`src/rtl/fetch_redirect_unit_pkg.sv`:
```
// rtl/fetch_redirect_unit_pkg.sv - shared widths, FSM encoding and buffer entry type for instruction fetch
package fetch_redirect_unit_pkg;

    localparam int XLEN    = 32;
    localparam int INSTR_W = 32;
    localparam logic [XLEN-1:0] DEFAULT_RESET_PC = 32'h0000_0000;

    typedef enum logic [1:0] {
        IDLE,
        WAIT,
        KILL
    } fetch_state_t;

    typedef struct packed {
        logic [XLEN-1:0]    pc;
        logic [INSTR_W-1:0] instr;
    } fetch_entry_t;

endpackage

```
`src/rtl/fetch_redirect_unit_if.sv`:
```
// rtl/fetch_redirect_unit_if.sv - branch, instruction memory and decode signals of the fetch stage
interface fetch_redirect_unit_if;
    import fetch_redirect_unit_pkg::*;

    logic               j_accept;
    logic               j_wait;
    logic [XLEN-1:0]    j_addr;
    logic               imem_req;
    logic [XLEN-1:0]    imem_addr;
    logic               imem_gnt;
    logic               imem_rvalid;
    logic [INSTR_W-1:0] imem_rdata;
    logic               dec_valid;
    logic               dec_ready;
    logic [INSTR_W-1:0] dec_instr;
    logic [XLEN-1:0]    dec_pc;
    logic               misalign;

    modport master (
        input  j_accept, j_wait, j_addr, imem_gnt, imem_rvalid, imem_rdata, dec_ready,
        output imem_req, imem_addr, dec_valid, dec_instr, dec_pc, misalign
    );

    modport slave (
        output j_accept, j_wait, j_addr, imem_gnt, imem_rvalid, imem_rdata, dec_ready,
        input  imem_req, imem_addr, dec_valid, dec_instr, dec_pc, misalign
    );

endinterface

```
`src/rtl/fetch_redirect_unit_fetch_buffer.sv`:
```
// rtl/fetch_redirect_unit_fetch_buffer.sv - synchronous FIFO of fetched {pc, instr} pairs with flush
module fetch_buffer
    import fetch_redirect_unit_pkg::*;
#(
    parameter int unsigned DEPTH = 2,
    localparam int unsigned AW   = $clog2(DEPTH)
) (
    input  logic         clk,
    input  logic         rst,
    input  logic         push_i,
    input  logic         pop_i,
    input  logic         flush_i,
    input  fetch_entry_t data_i,
    output fetch_entry_t head_o,
    output logic [AW:0]  count_o,
    output logic         full_o,
    output logic         empty_o
);

    localparam logic [AW:0] DEPTH_C = (AW+1)'(DEPTH);

    fetch_entry_t    mem_q [DEPTH];
    logic [AW-1:0]   wr_ptr_q;
    logic [AW-1:0]   rd_ptr_q;
    logic [AW:0]     count_q;
    logic            do_push;
    logic            do_pop;

    assign full_o  = (count_q == DEPTH_C);
    assign empty_o = (count_q == '0);
    assign count_o = count_q;
    assign head_o  = mem_q[rd_ptr_q];

    // A push into a full buffer is only legal when the head leaves in the same cycle.
    assign do_push = push_i & (~full_o | pop_i);
    assign do_pop  = pop_i & ~empty_o;

    always_ff @(posedge clk or posedge rst) begin
        if (rst) begin
            for (int i = 0; i < int'(DEPTH); i++) begin
                mem_q[i] <= '0;
            end
            wr_ptr_q <= '0;
            rd_ptr_q <= '0;
            count_q  <= '0;
        end else if (flush_i) begin
            wr_ptr_q <= '0;
            rd_ptr_q <= '0;
            count_q  <= '0;
        end else begin
            if (do_push) begin
                mem_q[wr_ptr_q] <= data_i;
                wr_ptr_q        <= wr_ptr_q + AW'(1);
            end
            if (do_pop) begin
                rd_ptr_q <= rd_ptr_q + AW'(1);
            end
            count_q <= count_q + {{AW{1'b0}}, do_push} - {{AW{1'b0}}, do_pop};
        end
    end

endmodule

```
`src/rtl/fetch_redirect_unit.sv`:
```
// rtl/fetch_redirect_unit.sv - sequential fetch with redirect, stall and kill of in-flight responses
module fetch_redirect_unit
    import fetch_redirect_unit_pkg::*;
#(
    parameter logic [XLEN-1:0] RESET_PC  = DEFAULT_RESET_PC,
    parameter int unsigned     BUF_DEPTH = 2
) (
    input  logic                 clk,
    input  logic                 rst,
    fetch_redirect_unit_if.master bus_io
);

    localparam int unsigned AW   = $clog2(BUF_DEPTH);
    localparam logic [AW:0] LAST = (AW+1)'(BUF_DEPTH - 1);

    fetch_state_t    state_q, state_d;
    logic [XLEN-1:0] pc_q, pc_d;
    logic [XLEN-1:0] req_pc_q, req_pc_d;
    logic            misalign_q, misalign_d;

    logic            handshake;
    logic            push;
    logic            pop;
    logic            space;
    logic            req_slot;
    logic            buf_full;
    logic            buf_empty;
    logic [AW:0]     buf_count;
    fetch_entry_t    buf_head;
    fetch_entry_t    buf_in;

    assign handshake = bus_io.imem_req & bus_io.imem_gnt;
    assign push      = (state_q == WAIT) & bus_io.imem_rvalid & ~bus_io.j_accept;
    assign pop       = bus_io.dec_valid & bus_io.dec_ready & ~bus_io.j_accept;

    // Occupancy after this cycle's push/pop must leave room for the response of a new request.
    assign space = pop  ? (~push | ~buf_full)
                 : push ? (buf_count < LAST)
                 :        ~buf_full;

    assign req_slot         = (state_q == IDLE) | ((state_q == WAIT) & bus_io.imem_rvalid);
    assign bus_io.imem_req  = ~rst & req_slot & ~bus_io.j_wait & ~bus_io.j_accept & space;
    assign bus_io.imem_addr = pc_q;
    assign bus_io.dec_valid = ~buf_empty & ~bus_io.j_wait;
    assign bus_io.dec_pc    = buf_head.pc;
    assign bus_io.dec_instr = buf_head.instr;
    assign bus_io.misalign  = misalign_q;

    assign buf_in = '{pc: req_pc_q, instr: bus_io.imem_rdata};

    always_comb begin
        state_d    = state_q;
        pc_d       = pc_q;
        req_pc_d   = req_pc_q;
        misalign_d = bus_io.j_accept & (bus_io.j_addr[1:0] != 2'b00);

        if (handshake) begin
            pc_d     = pc_q + 32'd4;
            req_pc_d = pc_q;
        end
        if (bus_io.j_accept) begin
            pc_d = {bus_io.j_addr[XLEN-1:2], 2'b00};
        end

        unique case (state_q)
            IDLE: if (handshake) state_d = WAIT;
            WAIT: begin
                if (bus_io.j_accept) begin
                    state_d = bus_io.imem_rvalid ? IDLE : KILL;
                end else if (bus_io.imem_rvalid) begin
                    state_d = handshake ? WAIT : IDLE;
                end
            end
            KILL: if (bus_io.imem_rvalid) state_d = IDLE;
            default: state_d = IDLE;
        endcase
    end

    always_ff @(posedge clk or posedge rst) begin
        if (rst) begin
            state_q    <= IDLE;
            pc_q       <= RESET_PC;
            req_pc_q   <= RESET_PC;
            misalign_q <= 1'b0;
        end else begin
            state_q    <= state_d;
            pc_q       <= pc_d;
            req_pc_q   <= req_pc_d;
            misalign_q <= misalign_d;
        end
    end

    fetch_buffer #(
        .DEPTH (BUF_DEPTH)
    ) u_fetch_buffer (
        .clk     (clk),
        .rst     (rst),
        .push_i  (push),
        .pop_i   (pop),
        .flush_i (bus_io.j_accept),
        .data_i  (buf_in),
        .head_o  (buf_head),
        .count_o (buf_count),
        .full_o  (buf_full),
        .empty_o (buf_empty)
    );

endmodule

```
`src/flat_wrapper.sv`:
```
// flat-port wrapper written by rule: the top's interface ports become plain ports
module fetch_redirect_unit_flat import fetch_redirect_unit_pkg::*;
#(
    parameter logic [XLEN-1:0] RESET_PC  = DEFAULT_RESET_PC,
    parameter int unsigned     BUF_DEPTH = 2
)
  (clk, rst, bus_io_j_accept, bus_io_j_wait, bus_io_j_addr, bus_io_imem_gnt, bus_io_imem_rvalid, bus_io_imem_rdata, bus_io_dec_ready, bus_io_imem_req, bus_io_imem_addr, bus_io_dec_valid, bus_io_dec_instr, bus_io_dec_pc, bus_io_misalign);
  fetch_redirect_unit_if bus_io_i ();
  input  logic clk;
  input  logic rst;
  input wire logic [$bits(bus_io_i.j_accept)-1:0] bus_io_j_accept;
  input wire logic [$bits(bus_io_i.j_wait)-1:0] bus_io_j_wait;
  input wire logic [$bits(bus_io_i.j_addr)-1:0] bus_io_j_addr;
  input wire logic [$bits(bus_io_i.imem_gnt)-1:0] bus_io_imem_gnt;
  input wire logic [$bits(bus_io_i.imem_rvalid)-1:0] bus_io_imem_rvalid;
  input wire logic [$bits(bus_io_i.imem_rdata)-1:0] bus_io_imem_rdata;
  input wire logic [$bits(bus_io_i.dec_ready)-1:0] bus_io_dec_ready;
  output wire logic [$bits(bus_io_i.imem_req)-1:0] bus_io_imem_req;
  output wire logic [$bits(bus_io_i.imem_addr)-1:0] bus_io_imem_addr;
  output wire logic [$bits(bus_io_i.dec_valid)-1:0] bus_io_dec_valid;
  output wire logic [$bits(bus_io_i.dec_instr)-1:0] bus_io_dec_instr;
  output wire logic [$bits(bus_io_i.dec_pc)-1:0] bus_io_dec_pc;
  output wire logic [$bits(bus_io_i.misalign)-1:0] bus_io_misalign;
  assign bus_io_i.j_accept = bus_io_j_accept;
  assign bus_io_i.j_wait = bus_io_j_wait;
  assign bus_io_i.j_addr = bus_io_j_addr;
  assign bus_io_i.imem_gnt = bus_io_imem_gnt;
  assign bus_io_i.imem_rvalid = bus_io_imem_rvalid;
  assign bus_io_i.imem_rdata = bus_io_imem_rdata;
  assign bus_io_i.dec_ready = bus_io_dec_ready;
  assign bus_io_imem_req = bus_io_i.imem_req;
  assign bus_io_imem_addr = bus_io_i.imem_addr;
  assign bus_io_dec_valid = bus_io_i.dec_valid;
  assign bus_io_dec_instr = bus_io_i.dec_instr;
  assign bus_io_dec_pc = bus_io_i.dec_pc;
  assign bus_io_misalign = bus_io_i.misalign;
  fetch_redirect_unit #(.RESET_PC(RESET_PC), .BUF_DEPTH(BUF_DEPTH)) u_core (.clk(clk), .rst(rst), .bus_io(bus_io_i));
endmodule
```
`config.mk`:
```
export PLATFORM = sky130hd
export DESIGN_NAME = fetch_redirect_unit_flat
export DESIGN_NICKNAME = d
export VERILOG_FILES = /design/src/rtl/fetch_redirect_unit_pkg.sv /design/src/rtl/fetch_redirect_unit_if.sv /design/src/rtl/fetch_redirect_unit_fetch_buffer.sv /design/src/rtl/fetch_redirect_unit.sv /design/src/flat_wrapper.sv
export SDC_FILE = /design/constraint.sdc
export NUM_CORES = 1
export LEC_CHECK = 0
export BUFFER_PORTS_ARGS = -buffer_cell sky130_fd_sc_hd__buf_4
export CORE_ASPECT_RATIO = 1.75
export CORE_UTILIZATION = 45
export DETAILED_ROUTE_END_ITERATION = 10
export GPL_ROUTABILITY_DRIVEN = 0
export PLACE_DENSITY = 0.66
export SYNTH_ARGS = -nofsm -noshare
export SYNTH_HDL_FRONTEND = slang
export SYNTH_SLANG_ARGS = --single-unit
```
`constraint.sdc`:
```
create_clock -name clk -period 13.7 [get_ports clk]
set_clock_uncertainty 0.15 [all_clocks]
set_input_delay 1.37 -clock clk [delete_from_list [all_inputs] [get_ports clk]]
set_output_delay 1.37 -clock clk [all_outputs]
set_load 0.02 [all_outputs]
```
# Word-level counts from Yosys, hierarchy flattened
# Index checks and enable logic that the tools add are counted.
# Widths: inputs -> output; s select.
[classes] muxes=22 n_lt_le_gt_ge=4 n_bitwise=24 n_eq_ne=6 addsub=5 reduce_logical=9
[op_table] op="$mux 64" count=4
[op_table] op="$bwmux 128" count=1
[op_table] op="$demux 64 s1" count=1
[op_table] op="$mux 32" count=2
[op_table] op="$add 32x3->32 const B" count=1
[op_table] op="$and 1x1->1" count=13
[op_table] op="$mux 2" count=6
[op_table] op="$reduce_bool 2->1" count=4
[op_table] op="$mux 1" count=7
[op_table] op="$not 1->1" count=6
[op_table] op="$pmux 2 s3" count=1
[op_table] op="$eq 2x2->1 const B" count=2
[op_table] op="$ge 2x2->1 const B" count=2
[op_table] op="$logic_not 2->1" count=2
[op_table] op="$lt 2x1->1 const B" count=2
[op_table] op="$not 1->2" count=2
[op_table] op="$ne 3x3->1 const B" count=1
[op_table] op="$or 1x1->1" count=3
[op_table] op="$reduce_and 3->1" count=1
[op_table] op="$add 1x1->1 const B" count=2
[op_table] op="$add 2x1->2" count=1
[op_table] op="$eq 2x1->1 const B" count=1
[op_table] op="$ne 2x1->1 const B" count=1
[op_table] op="$ne 2x2->1 const B" count=1
[op_table] op="3 further kinds" count=3
[word_totals] register_bits=199 word_cells=81 in_bits=71

# Logic depth before layout (Yosys ltp)
[depth] word_depth=12 ltp_mapped=10 mapped_depth_nobuf=9

# By module
# Synthesis repeated with hierarchy kept, for this count alone.
[unflattened] hier_cells=725 area_unflattened_um2=9226.3
[modules_own_cells] module="fetch_buffer" cells_per_inst=367 seq_area_each_um2=3303.2 n_inst=1 area_each_um2=5985.7
[modules_own_cells] module="fetch_redirect_unit" cells_per_inst=358 seq_area_each_um2=1576.5 n_inst=1 area_each_um2=3240.6

# Worst setup path before layout
# No wires, ideal clock.
[synth_timing] path_type="in2out" startpoint="input port bus_io_dec_ready" endpoint="output port bus_io_imem_req" arrival_ps=2121 n_path_buf=0 cell_stages=3 setup_slack_ps=10059 cell_sequence="nor2b_2 > a21oi_4 > o22ai_1"
[synth_between] elab_chain_len=4
[synth_rtl] element="start, declared" line="flat_wrapper.sv:17" rtl="input wire logic [$bits(bus_io_i.dec_ready)-1:0] bus_io_dec_ready;"
[synth_rtl] element="$and 1x1->1 (2 in a row)" line="fetch_redirect_unit.sv:34" rtl="assign pop = bus_io.dec_valid & bus_io.dec_ready & ~bus_io.j_accept;"
[synth_rtl] element="$mux 1" line="fetch_redirect_unit.sv:37" rtl="assign space = pop ? (~push | ~buf_full)"
[synth_rtl] element="$and 1x1->1" line="fetch_redirect_unit.sv:42" rtl="assign bus_io.imem_req = ~rst & req_slot & ~bus_io.j_wait & ~bus_io.j_accept & space;"
[synth_rtl] element="end, declared" line="flat_wrapper.sv:18" rtl="output wire logic [$bits(bus_io_i.imem_req)-1:0] bus_io_imem_req;"
# No other way between the ends.

# Final worst setup path
[layout_timing] startpoint="register u_core.u_fetch_buffer.rd_ptr_q" endpoint="output port bus_io_dec_pc[6]"
[layout_between] elab_chain_len=4
[layout_rtl] element="start, declared" line="fetch_redirect_unit_fetch_buffer.sv:24" rtl="logic [AW-1:0] rd_ptr_q;"
[layout_rtl] element="start signal, assigned" line="fetch_redirect_unit_fetch_buffer.sv:56" rtl="rd_ptr_q <= rd_ptr_q + AW'(1);"
[layout_rtl] element="$not 1->2 (implied by the code)" line="fetch_redirect_unit_fetch_buffer.sv:32" rtl="assign head_o = mem_q[rd_ptr_q];"
[layout_rtl] element="$mux 64 (implied by the code) (3 in a row)" line="fetch_redirect_unit_fetch_buffer.sv:32"
[layout_rtl] element="end, declared" line="flat_wrapper.sv:22" rtl="output wire logic [$bits(bus_io_i.dec_pc)-1:0] bus_io_dec_pc;"
# No other way between the ends. The select of a mux whose other input is x is not followed.

==> summary.md <==
| Metric | Value |
|---|---|
| Status | `finished, final reports clean` |
| Worst VDD drop | `89.6 uV` |
| Port bufs | `165` |
| Hold buffer count at CTS | `0` |
| CP max FO | `39` |
| TritonCTS buffer count | `17` |
| First-pass GRT wire length | `31.6 mm` |
| Crit-path most repeated cell | `buf_4` |
| Initial DRC Count | `288` |
| Core area | `19200 sq um` |
| Critical path's largest stage delay | `0.78 ns` |
| Static Leak | `0.00525 uW` |
| Fmax | `0.251 GHz` |
| CTS tree | `yes` |
| Critical Path, Cell by Cell | `buf_4 > mux2_2 > buf_4` |
| Die H | `187 um` |
| Area contributors post-synth | `dfrtp_1 (54%), mux2_2 (21%), nand2_1 (4.3%)` |
| Mapped Area | `8850 sq um` |
| CTS sink cnt | `191` |
| Top Family by Delay on Critical Path | `flip-flops` |
| CP max-delay cell | `dfrtp_2` |
| GRT Resource Usage Total | `0.203` |
| RSZ-0062 raised after global routing | `no` |
| WP data required | `12.18 ns` |
| Dpl ws | `9.88 ns` |
| Synthesis-stage register bit count | `191` |
| Yosys Warn Count | `0` |
| Via density | `5.42` |
| CTS H-tree depth | `4` |
| Syn Inst Count | `717` |
| Post-synthesis mux area share | `0.239` |
| Worst EP arrival | `2.46 ns` |
| Antenna viol nets, final | `0` |
| Fin. max-slew vios | `0` |
| Commonest non-fill, non-tap cells in the layout | `dfrtp_1 (190), buf_4 (169), mux2_2 (168)` |
| Placed wire-length estimate | `13.1 mm` |
| Ys flop type | `dfrtp_1` |
| Area Growth Syn to Fin | `21.8%` |
| Post-synthesis xor/xnor area fraction | `0.00990` |
| Final Hold Fails | `0` |
| Fraction of the mapped netlist area in adder cells | `0.00424` |
| Initial Util | `0.461` |
| Tightest slew margin relative to the limit | `0.328` |
| Inserted Diodes | `0` |
| Post-route setup slack | `9.72 ns` |
| Die area | `20200 sq um` |
| Vias in the first global route | `6153` |
| PD cells | `138 nW/um^2` |
| Synth unique cells | `56` |
| Fin crit period | `3.98 ns` |
| Row count | `67` |
| Total grt overflow | `0` |
| Post-synthesis compound-gate area fraction | `0.0723` |
| Total Routed Length | `19.5 mm` |
| Share of cells above drive strength 1 | `0.445` |
| 1st-pass router iterations | `4` |
| Bufs on Longest Clock Path | `2` |
| Post-CTS Setup Bufs | `0` |
| Clock Root Buffer | `clkbuf_16` |
| Buffers & Inverters on Critical Path | `2` |
| Worst slew pin tran | `1.01 ns` |
| Clock-pin slew of the registers on the worst-case setup and hold paths | `0.07 ns` |
| Fin Setup TNS | `0 ns` |
| Resized cells post-CTS | `0` |
| Final #Nets | `938` |
| Fin area | `10800 sq um` |
| Die W | `108 um` |
| Main combinational cell family by area after synthesis | `multiplexers` |
| Pin count of the biggest net entering global routing | `126` |
| Most common cell after layout, fill and taps aside | `dfrtp_1` |
| Crit. End Element | `output pin` |
| Drt wl/cell | `17.4 um` |
| I/O pin count | `170` |
| Setup slack, reg-to-reg | `11.09 ns` |
| Min-delay worst type | `flip-flop to flip-flop` |
| Total of max-cap violations | `0` |
| Post-Place Cell Area | `10200 sq um` |
| DRC | `0` |
| Vias | `6065` |
| Area leader, netlist | `dfrtp_1` |
| Seq/Total Area, Yosys | `0.540` |
| Avg Cell Area, Syn | `12.3 sq um` |
| Setup CP Type | `flip-flop to output pin` |
| Final setup violation count | `0` |
| EDFF count, synth | `0` |
| Period utilization | `0.291` |
| Initial antenna violation count | `0` |
| Simple-Gate Fraction of Synth Area | `0.101` |
| Crit path launch type | `flip-flop` |
| Final Core Density | `0.561` |
| Clock Latency Late Sink | `0.44 ns` |
| FFs w/ async S/R, synth | `1.00` |
| Synth top area share | `0.540` |
## worst paths after layout
| path | from | to | cells after the start |
|---|---|---|---|
| worst max-delay path | u_core.u_fetch_buffer.rd_ptr_q | bus_io_dec_pc[6] | 3 |
| worst min-delay path | u_core.u_fetch_buffer.mem_q[82] | u_core.u_fetch_buffer.mem_q[82] | 1 |
| worst max register to register | u_core.bus_io.imem_addr[2] | u_core.bus_io.imem_addr[26] | 6 |
| worst min register to register | u_core.u_fetch_buffer.mem_q[82] | u_core.u_fetch_buffer.mem_q[82] | 1 |
| max in group asynchronous | rst | u_core.u_fetch_buffer.mem_q[118] | 3 |
| min in group asynchronous | rst | u_core.state_q[0] | 2 |
## cells in the mapped netlist, types with 3 or more instances
| cell type | count |
|---|---|
| xnor2_1 | 6 |
| o211ai_1 | 3 |
| nor4_1 | 3 |
| or4_1 | 3 |
| or3_1 | 6 |
| and4_1 | 3 |
| inv_1 | 13 |
| nor2_1 | 14 |
| a2111oi_1 | 3 |
| buf_4 | 10 |
| nand2b_1 | 4 |
| mux2_1 | 20 |
| and3_1 | 4 |
| xor2_1 | 4 |
| clkbuf_1 | 13 |
| a31oi_1 | 3 |
| a221o_1 | 6 |
| o21ai_0 | 17 |
| nand4_1 | 7 |
| nand3_1 | 11 |
| mux2_2 | 168 |
| o21ai_1 | 13 |
| o31a_1 | 8 |
| buf_2 | 16 |
| a21oi_1 | 13 |
| nor3_1 | 5 |
| nand2_1 | 102 |
| a21o_1 | 5 |
| dfrtp_1 | 191 |
| a22oi_1 | 5 |
| ha_1 | 3 |
| o31ai_1 | 4 |
## sequential cells by signal (all words and copies together) (netlist names)
name / flops
u_core.u_fetch_buffer.mem_q: 124
u_core.u_fetch_buffer.count_o: 2
u_core.req_pc_q: 30
u_core.bus_io.imem_addr: 30
u_core.state_q: 2
u_core.u_fetch_buffer.rd_ptr_q: 1
u_core.bus_io.misalign: 1
u_core.u_fetch_buffer.wr_ptr_q: 1
## power breakdown
| group | internal, uW | switching, uW |
|---|---|---|
| clock network | 249 | 215 |
| logic | 162 | 163 |
| registers | 640 | 54.9 |
| total | 1050 | 433 |
## metrics by stage
stage | instances | hold WS, ns | total power [uW]
2_1_floorplan | 720 | 0.304 | 893
3_3_place_gp | 1086 | 0.315 | 1030
3_5_place_dp | 1086 | 0.325 | 1040
4_1_cts | 1118 | 0.340 | 1500
5_1_grt | 1118 | 0.357 | 1560
6_report | 1118 | 0.335 | 1480
## worst register-to-register path, stage by stage, from the launching register on
cell and delay (ns):
dfrtp_1 0.50, ha_1 0.25, nand3_1 0.30, nor3_1 0.61, nand3_1 0.19, a21o_1 0.21, a221o_1 0.28
## area by class of cell
type | count | area [sq um]
clock buffer | 22 | 474
clock inverter | 10 | 81.3
fill | 1690 | 8420
inverter | 13 | 56.3
multi-input combinational | 472 | 3810
sequential | 191 | 4780
tap | 241 | 302
timing repair buffer | 169 | 1270
## kinds of logic (layout without fill, tap and decap cells)
group	count (synthesis)	after routing
buffers and inverters	57	214
muxes	188	188
adders and majority gates	3	3
AOI/OAI and AO/OA	91	91
other	1	4
xor gates and xnor gates	10	10
DFF	191	191
and+or+nand+nor	176	176
## layer usage
metal,up-vias,global-route usage,wire length [um]
li1,2842,-,-
met1,3044,0.233,7750
met2,150,0.360,10500
met3,29,0.0400,751
met4,0,0.0864,527
met5,-,0,0
(Power assumes the default switching activity.)
